## config.mk

```make
export PLATFORM = sky130hd
export DESIGN_NAME = hazard_ctrl_flat
export DESIGN_NICKNAME = d
export VERILOG_FILES = /design/src/rtl/hazard_pkg.sv /design/src/rtl/hazard_ctrl_if.sv /design/src/rtl/sat_counter.sv /design/src/rtl/hazard_ctrl.sv /design/src/flat_wrapper.sv
export SDC_FILE = /design/constraint.sdc
export NUM_CORES = 1
export LEC_CHECK = 0
export CORE_MARGIN = 5
export CORE_UTILIZATION = 40
export CTS_CLUSTER_SIZE = 25
export DETAILED_ROUTE_END_ITERATION = 6
export PLACE_DENSITY = 0.65
export SETUP_SLACK_MARGIN = 0.5
export SYNTH_ARGS = -nofsm -noshare
export SYNTH_HDL_FRONTEND = slang
export SYNTH_SLANG_ARGS = --single-unit
```

## constraint.sdc

```tcl
create_clock -name clk -period 2.7 [get_ports clk]
set_input_delay 0.27 -clock clk [delete_from_list [all_inputs] [get_ports clk]]
set_output_delay 0.27 -clock clk [all_outputs]
set_load 0.01 [all_outputs]
```

## src/rtl/hazard_pkg.sv

```systemverilog
// Shared encodings for the hazard unit: forwarding selects, result-source values
// (shared with the decoder) and the load marker.
package hazard_pkg;

    localparam logic [1:0] FWD_RF = 2'b00;
    localparam logic [1:0] FWD_W  = 2'b01;
    localparam logic [1:0] FWD_M  = 2'b10;

    typedef enum logic [1:0] {
        RES_ALU  = 2'b00,
        RES_LOAD = 2'b01,
        RES_PC4  = 2'b10,
        RES_IMM  = 2'b11
    } result_src_e;

    localparam logic [1:0] LOAD_SRC = RES_LOAD;

    // M beats W because it holds the younger write to the same register.
    function automatic logic [1:0] fwd_sel(input logic       we_m,
                                           input logic [4:0] rd_m,
                                           input logic       we_w,
                                           input logic [4:0] rd_w,
                                           input logic [4:0] rs);
        if (we_m && rd_m != 5'd0 && rd_m == rs)      return FWD_M;
        else if (we_w && rd_w != 5'd0 && rd_w == rs) return FWD_W;
        else                                         return FWD_RF;
    endfunction

endpackage

```

## src/rtl/hazard_ctrl_if.sv

```systemverilog
// Bundle between the pipeline datapath (master) and the hazard unit (slave).
interface hazard_ctrl_if #(parameter int CNT_W = 32);

    logic [4:0]       Rs1D, Rs2D, Rs1E, Rs2E, RdE;
    logic             RegWriteE;
    logic [1:0]       ResultSrcE;
    logic             PCSrcE;
    logic             clr_cnt;
    logic             StallF, StallD, FlushD, FlushE;
    logic [1:0]       ForwardAE, ForwardBE;
    logic [CNT_W-1:0] stall_cnt, flush_cnt;

    modport master (
        output Rs1D, Rs2D, Rs1E, Rs2E, RdE, RegWriteE, ResultSrcE, PCSrcE, clr_cnt,
        input  StallF, StallD, FlushD, FlushE, ForwardAE, ForwardBE, stall_cnt, flush_cnt
    );

    modport slave (
        input  Rs1D, Rs2D, Rs1E, Rs2E, RdE, RegWriteE, ResultSrcE, PCSrcE, clr_cnt,
        output StallF, StallD, FlushD, FlushE, ForwardAE, ForwardBE, stall_cnt, flush_cnt
    );

endinterface

```

## src/rtl/sat_counter.sv

```systemverilog
// Saturating event counter; clear beats increment.
module sat_counter #(
    parameter int CNT_W = 32
) (
    input  logic             clk,
    input  logic             reset,
    input  logic             clr_i,
    input  logic             en_i,
    output logic [CNT_W-1:0] cnt_o
);

    logic [CNT_W-1:0] cnt_q, cnt_d;

    always_comb begin
        cnt_d = cnt_q;
        if (clr_i)
            cnt_d = '0;
        else if (en_i && cnt_q != '1)
            cnt_d = cnt_q + CNT_W'(1);
    end

    always_ff @(posedge clk) begin
        if (!reset) cnt_q <= '0;
        else        cnt_q <= cnt_d;
    end

    assign cnt_o = cnt_q;

endmodule

```

## src/rtl/hazard_ctrl.sv

```systemverilog
// Hazard unit: load-use stall, branch flush, EX forwarding from a private M/W
// shadow of destination/write-enable, plus stall/flush event counters.
module hazard_ctrl
    import hazard_pkg::*;
#(
    parameter int         CNT_W    = 32,
    parameter logic [1:0] LOAD_SRC = hazard_pkg::LOAD_SRC
) (
    input logic          clk,
    input logic          reset,
    hazard_ctrl_if.slave bus
);

    logic [4:0] rd_m_q, rd_w_q;
    logic       we_m_q, we_w_q;
    logic       lw, br, stall;

    // M and W never stall, so the shadow advances on every edge.
    always_ff @(posedge clk) begin
        if (!reset) begin
            rd_m_q <= '0;
            rd_w_q <= '0;
            we_m_q <= 1'b0;
            we_w_q <= 1'b0;
        end else begin
            rd_m_q <= bus.RdE;
            we_m_q <= bus.RegWriteE;
            rd_w_q <= rd_m_q;
            we_w_q <= we_m_q;
        end
    end

    assign lw    = (bus.ResultSrcE == LOAD_SRC) && (bus.RdE != 5'd0) &&
                   ((bus.RdE == bus.Rs1D) || (bus.RdE == bus.Rs2D));
    assign br    = bus.PCSrcE;
    assign stall = lw && !br;

    always_comb begin
        bus.StallF    = 1'b0;
        bus.StallD    = 1'b0;
        bus.FlushD    = 1'b1;
        bus.FlushE    = 1'b1;
        bus.ForwardAE = FWD_RF;
        bus.ForwardBE = FWD_RF;
        if (reset) begin
            bus.StallF    = stall;
            bus.StallD    = stall;
            bus.FlushD    = br;
            bus.FlushE    = lw || br;
            bus.ForwardAE = fwd_sel(we_m_q, rd_m_q, we_w_q, rd_w_q, bus.Rs1E);
            bus.ForwardBE = fwd_sel(we_m_q, rd_m_q, we_w_q, rd_w_q, bus.Rs2E);
        end
    end

    sat_counter #(.CNT_W(CNT_W)) u_stall_cnt (
        .clk   (clk),
        .reset (reset),
        .clr_i (bus.clr_cnt),
        .en_i  (stall),
        .cnt_o (bus.stall_cnt)
    );

    sat_counter #(.CNT_W(CNT_W)) u_flush_cnt (
        .clk   (clk),
        .reset (reset),
        .clr_i (bus.clr_cnt),
        .en_i  (br),
        .cnt_o (bus.flush_cnt)
    );

endmodule

```

## src/flat_wrapper.sv

```systemverilog
// flat-port wrapper written by rule: the top's interface ports become plain ports
module hazard_ctrl_flat import hazard_pkg::*;
#(
    parameter int         CNT_W    = 32,
    parameter logic [1:0] LOAD_SRC = hazard_pkg::LOAD_SRC
)
  (clk, reset, bus_Rs1D, bus_Rs2D, bus_Rs1E, bus_Rs2E, bus_RdE, bus_RegWriteE, bus_ResultSrcE, bus_PCSrcE, bus_clr_cnt, bus_StallF, bus_StallD, bus_FlushD, bus_FlushE, bus_ForwardAE, bus_ForwardBE, bus_stall_cnt, bus_flush_cnt);
  hazard_ctrl_if #(.CNT_W(CNT_W)) bus_i ();
  input logic clk;
  input logic reset;
  input wire logic [$bits(bus_i.Rs1D)-1:0] bus_Rs1D;
  input wire logic [$bits(bus_i.Rs2D)-1:0] bus_Rs2D;
  input wire logic [$bits(bus_i.Rs1E)-1:0] bus_Rs1E;
  input wire logic [$bits(bus_i.Rs2E)-1:0] bus_Rs2E;
  input wire logic [$bits(bus_i.RdE)-1:0] bus_RdE;
  input wire logic [$bits(bus_i.RegWriteE)-1:0] bus_RegWriteE;
  input wire logic [$bits(bus_i.ResultSrcE)-1:0] bus_ResultSrcE;
  input wire logic [$bits(bus_i.PCSrcE)-1:0] bus_PCSrcE;
  input wire logic [$bits(bus_i.clr_cnt)-1:0] bus_clr_cnt;
  output wire logic [$bits(bus_i.StallF)-1:0] bus_StallF;
  output wire logic [$bits(bus_i.StallD)-1:0] bus_StallD;
  output wire logic [$bits(bus_i.FlushD)-1:0] bus_FlushD;
  output wire logic [$bits(bus_i.FlushE)-1:0] bus_FlushE;
  output wire logic [$bits(bus_i.ForwardAE)-1:0] bus_ForwardAE;
  output wire logic [$bits(bus_i.ForwardBE)-1:0] bus_ForwardBE;
  output wire logic [$bits(bus_i.stall_cnt)-1:0] bus_stall_cnt;
  output wire logic [$bits(bus_i.flush_cnt)-1:0] bus_flush_cnt;
  assign bus_i.Rs1D = bus_Rs1D;
  assign bus_i.Rs2D = bus_Rs2D;
  assign bus_i.Rs1E = bus_Rs1E;
  assign bus_i.Rs2E = bus_Rs2E;
  assign bus_i.RdE = bus_RdE;
  assign bus_i.RegWriteE = bus_RegWriteE;
  assign bus_i.ResultSrcE = bus_ResultSrcE;
  assign bus_i.PCSrcE = bus_PCSrcE;
  assign bus_i.clr_cnt = bus_clr_cnt;
  assign bus_StallF = bus_i.StallF;
  assign bus_StallD = bus_i.StallD;
  assign bus_FlushD = bus_i.FlushD;
  assign bus_FlushE = bus_i.FlushE;
  assign bus_ForwardAE = bus_i.ForwardAE;
  assign bus_ForwardBE = bus_i.ForwardBE;
  assign bus_stall_cnt = bus_i.stall_cnt;
  assign bus_flush_cnt = bus_i.flush_cnt;
  hazard_ctrl #(.CNT_W(CNT_W), .LOAD_SRC(LOAD_SRC)) u_core (.clk(clk), .reset(reset), .bus(bus_i));
endmodule
```

# Word-level counts from Yosys, hierarchy flattened
# Index checks and enable logic that the tools add are counted.
# word_totals
ff_bits	76
elab_cells	45
in_bits	32
out_inout_bits	72
# op_classes
n_addsub	2
mux	9
reduce_logical	18
bitwise	1
eq_ne	9
# ops
cell	count
$add 32x1->32 const B	2
$ne 32x32->1 const B	2
$eq 5x5->1	6
$reduce_bool 5->1	3
$logic_and 1x1->1	11
$mux 2	4
$mux 1	5
$eq 2x1->1 const B	1
$logic_or 1x1->1	2
$reduce_or 2->1	1
$logic_not 1->1	1
$not 1->1	1

# Depth between registers and ports, before layout
# logic_depth
word_depth	6
mapped_depth	9
depth_no_buf	7

# By module
# A second synthesis with hierarchy kept.
# unflattened
hier_cells	489
hier_area_um2	4096.4
# modules_own_cells
mod	area_each_um2	cells_each	seq_area_each_um2	instances
sat_counter	1667.8	203	640.6	2
hazard_ctrl	760.7	83	240.2	1

# Least setup slack after synthesis
# OpenSTA, ideal clock, no wires.
# synth_timing
kind	register to register
from	reg u_core.u_stall_cnt.cnt_q[0], in the netlist u_core.u_stall_cnt.cnt_o[0]
to	reg u_core.u_stall_cnt.cnt_q[30], in the netlist u_core.u_stall_cnt.cnt_o[30]
t_required_ps	2630
stages_incl_launch_ff	7
setup_ps	70
t_arrival_ps	2255
n_path_buf	0
synth_period_minus_slack_ps	2325
path_slack_ps	375
cell_sequence	dfxtp_1 -> ha_1 -> nand3_2 -> or4_4 -> or4_1 -> or3_1 -> a21oi_1
# synth_between
elab_chain_len	2
elab_cells_between_ends	3
cone_classes	1 x add/sub; 1 x eq/ne; 1 x reduce/logical
# synth_lines
element	line	source
from (decl)	sat_counter.sv:12	logic [CNT_W-1:0] cnt_q, cnt_d;
from (signal assigned)	sat_counter.sv:24	else cnt_q <= cnt_d;
parallel branches: the longest is 2 deep, another holds $add 32x1->32	--	
# Parallel ways; which one is timed is not known.
# A chain may end at the register's enable or synchronous reset.

# Worst setup path after layout
# layout_timing
from	reg u_core.rd_w_q[3]
to	out bus_ForwardBE[0]
# layout_between
elab_chain_len	6
elab_cells_between_ends	7
cone_classes	1 x eq/ne; 3 x mux; 3 x reduce/logical
# layout_lines
element	line	source
from (decl)	hazard_ctrl.sv:14	logic [4:0] rd_m_q, rd_w_q;
from (signal assigned)	hazard_ctrl.sv:28	rd_w_q <= rd_m_q;
$reduce_bool 5->1	hazard_pkg.sv:25	else if (we_w && rd_w != 5'd0 && rd_w == rs) return FWD_W;
$logic_and 1x1->1	hazard_pkg.sv:25	
$logic_and 1x1->1 (*)	hazard_pkg.sv:25	
$mux 1 (*)	hazard_pkg.sv:25	
$mux 2 (*)	hazard_pkg.sv:24	if (we_m && rd_m != 5'd0 && rd_m == rs) return FWD_M;
$mux 2 (*)	hazard_ctrl.sv:45	if (reset) begin
to (decl)	flat_wrapper.sv:25	output wire logic [$bits(bus_i.ForwardBE)-1:0] bus_ForwardBE;
# Mark *: on every way between the ends. The rest lies on a longest branch, timed or not.

==> results.toml <==
[clocking]
cts.sinks = 76
clkLatencyLatePin_ns = 0.35
cts_root_buffer = "clkbuf_8"
cts_tree = "done"
clkTransAtPathRegs_ns = 0.08
cts_buffers = 9
postCtsHoldBufs = 0
cts_buffer_depth = 2
cts-htree-levels = 3

[setup_path]
crit_path_top_delay_cell = "or4_4"
crit_fanout = 3
cp.arrival_ns = 1.97
path_cells = "or4_1 > o211ai_1 > or4_4 > nor4_2 > buf_2"
critical_path.startpoint_type = "flop"
reg2reg_slack_ns = 0.55
crit_required_ns = 2.43
reg2reg_from = "u_core.u_stall_cnt.cnt_o[1]$_SDFFE_PP0P_"
cp-end-kind = "output port"
worst_path_largest_cell_delay_ns = 0.56
r2r-end = "u_core.u_stall_cnt.cnt_o[28]$_SDFFE_PP0P_"
crit_buf_inv = 1
cp_top_family = "simple AND/OR/NAND/NOR gates"
r2r_cells = 7
worstSetupPathType = "flop to output port"

[sta]
relSlewSlack_pct = 52.7
tightest_slew_ns = 0.707
hold_viol = 0
period_share_pct = 83.1
layout_min_cycle_time_ns = 2.24
grt_setup_unrepaired = "true"
fmax_mhz = 446
worst_hold_slack_ns = 0.378
tns_ns = 0
finClkSkew_ns = 0.0157
slew_viol_final = 0
finalSetupViolCount = 0

[route]
drc_errors = 0
first_iter_violations = 149
vias_per_cell = 5.25
vias = 3766
route.antenna.remaining_nets = 0
routed_wl_mm = 10.5
wl_per_cell_um = 14.7
drtPass1Iterations = 4

[yosys]
yosys-top-cells-area = "dfxtp_1 (40%), xor2_1 (8.5%), xnor2_1 (5.8%)"
yosysTopAreaCell = "dfxtp_1"
ys_ff_latch = 76
syn_area_mm2 = 0.00380
ys_seq_area_share_pct = 40.0
async_flop_share_pct = 0
synth_top_area_share_pct = 40.0
ys_dominant_reg_cell = "dfxtp_1"
synth_edf_count = 0
synth.avg_cell_area_um2 = 8.33
syn-num-nets = 491
yosys_warnings = 0
synthCells = 457
synth_cell_types = 39

[floorplan]
core_area_mm2 = 0.00924
rows = 35
die_area_mm2 = 0.0116
chipWidth_um = 108
die_h_um = 108
io_pins = 104
initial_core_util_pct = 41.2

[flow_run]
drv_cap = 0

[final_layout]
drive_gt1_share_pct = 18.0
multi_input_area_mm2 = 0.00231
areaGrowthSynthToFinish_pct = 46.2
final_cell_mix = "clkdlybuf4s50_1 (89), dfxtp_1 (50), nor2_1 (42), xor2_1 (37), nand3_1 (33)"
final_common_cell = "clkdlybuf4s50_1"
final_cell_area_mm2 = 0.00556
final_net_count = 618
antennaDiodeCount = 0
seqCellArea_mm2 = 0.00157
fill_cells = 816

[worst_hold_path]
worstHoldStart = "bus_RdE[4]"
min_path_type = "input pin to flop"
hold_depth = 2
hold_path_end = "u_core.rd_m_q[4]$_SDFF_PN0_"

[global_route]
grt_overflow = 0
antenna_found_initial = 0
grt_pass1_vias = 3656
grtUsageTotal_pct = 17.9
grt_pass1_wl_mm = 17.0
grt_max_degree = 25

[place]
place_area_mm2 = 0.00504
dpl.hpwl_mm = 7.62
port_buffers = 103
gp_congestion = 0.840

[power]
cellPowerDensity_mw_per_mm2 = 415
leakagePower_uw = 0.00186
irDropWorstVdd_uv = 257

[outcome]
status = "finished clean"
[worst max path at each step]
| stage | start | to | slack, ns | cells past startpoint |
|---|---|---|---|---|
| after floorplan | u_core.u_stall_cnt.cnt_o[0]$_SDFFE_PP0P_ | u_core.u_stall_cnt.cnt_o[30]$_SDFFE_PP0P_ | 0.51 | 6 |
| after global placement | bus_RdE[0] | u_core.u_stall_cnt.cnt_o[11]$_SDFFE_PP0P_ | 0.25 | 8 |
| after detailed placement | bus_RdE[0] | u_core.u_stall_cnt.cnt_o[15]$_SDFFE_PP0P_ | 0.15 | 8 |
| after CTS | u_core.rd_m_q[0]$_SDFF_PN0_ | bus_ForwardBE[0] | 0.38 | 5 |
| after global routing | u_core.rd_w_q[3]$_SDFF_PN0_ | bus_ForwardBE[0] | 0.34 | 5 |
| final | u_core.rd_w_q[3]$_SDFF_PN0_ | bus_ForwardBE[0] | 0.46 | 5 |
[per-layer routing]
metal	vias up	GRT usage, %	part of all wire [%]
met3	12	4.08	6.1
met4	0	6.58	1.3
met2	102	30.2	48
met5	-	0	0
met1	1760	22.2	44
li1	1892	-	-
[power breakdown]
part / internal [µW] / switching (µW)
combinational: 91.6 / 82.2
clock: 575 / 426
sequential: 1120 / 10.4
total: 1790 / 519
[stage by stage]
stage | util, % | worst slack (ns) | cells | total power, µW
detailed placement | 54.6 | 0.149 | 685 | 1330
global placement | 54.6 | 0.254 | 685 | 1330
floorplan | - | 0.511 | 457 | 1240
finish | 60.2 | 0.458 | 718 | 2310
global route | 60.2 | 0.340 | 718 | 2390
CTS | 57.8 | 0.380 | 706 | 2320
[flip-flops by register name (all words and copies together) (netlist names)]
| signal | cells |
|---|---|
| u_core.we_m_q | 1 |
| u_core.u_stall_cnt.cnt_o | 32 |
| u_core.rd_m_q | 5 |
| u_core.rd_w_q | 5 |
| u_core.we_w_q | 1 |
| u_core.u_flush_cnt.cnt_o | 32 |
[Yosys cell counts, types with 3 or more instances]
| cell type | n |
|---|---|
| nand3_1 | 34 |
| nand2b_1 | 3 |
| o211ai_1 | 3 |
| nor4_1 | 9 |
| or3_1 | 22 |
| xnor2_1 | 25 |
| or4_1 | 14 |
| nor2_1 | 43 |
| inv_1 | 9 |
| nor3_1 | 9 |
| and4_1 | 4 |
| nand4_1 | 21 |
| a21oi_1 | 28 |
| o31ai_1 | 7 |
| or2_2 | 3 |
| and2_1 | 18 |
| clkbuf_1 | 12 |
| o21ai_0 | 22 |
| dfxtp_1 | 76 |
| xor2_1 | 37 |
| nand2_1 | 30 |
| and3_1 | 6 |
[repair_timing]
action	4_1_cts	5_1_grt
pin swaps	6	20
setup endpoints to repair	10	42
buffers inserted	5	12
resized for setup	35	47
[cells by family after synthesis]
group | count (synthesis) | share of synthesized area [%]
xor+xnor | 62 | 14.3
mux | 2 | 0.526
fa+ha+maj | 2 | 0.658
buf+inv | 25 | 2.63
simple gates | 223 | 31.7
compound gates | 67 | 10.3
flops | 76 | 40.0
[area by class of cell]
type                       instances  area share (%)
multi-input combinational        356            41.6
tap                              129            2.90
sequential                        76            28.3
inverter                           9           0.607
clock buffer                      11            2.72
timing repair buffer             132            22.4
clock inverter                     5            1.48
Note: power is estimated with default switching activity, not from simulation.
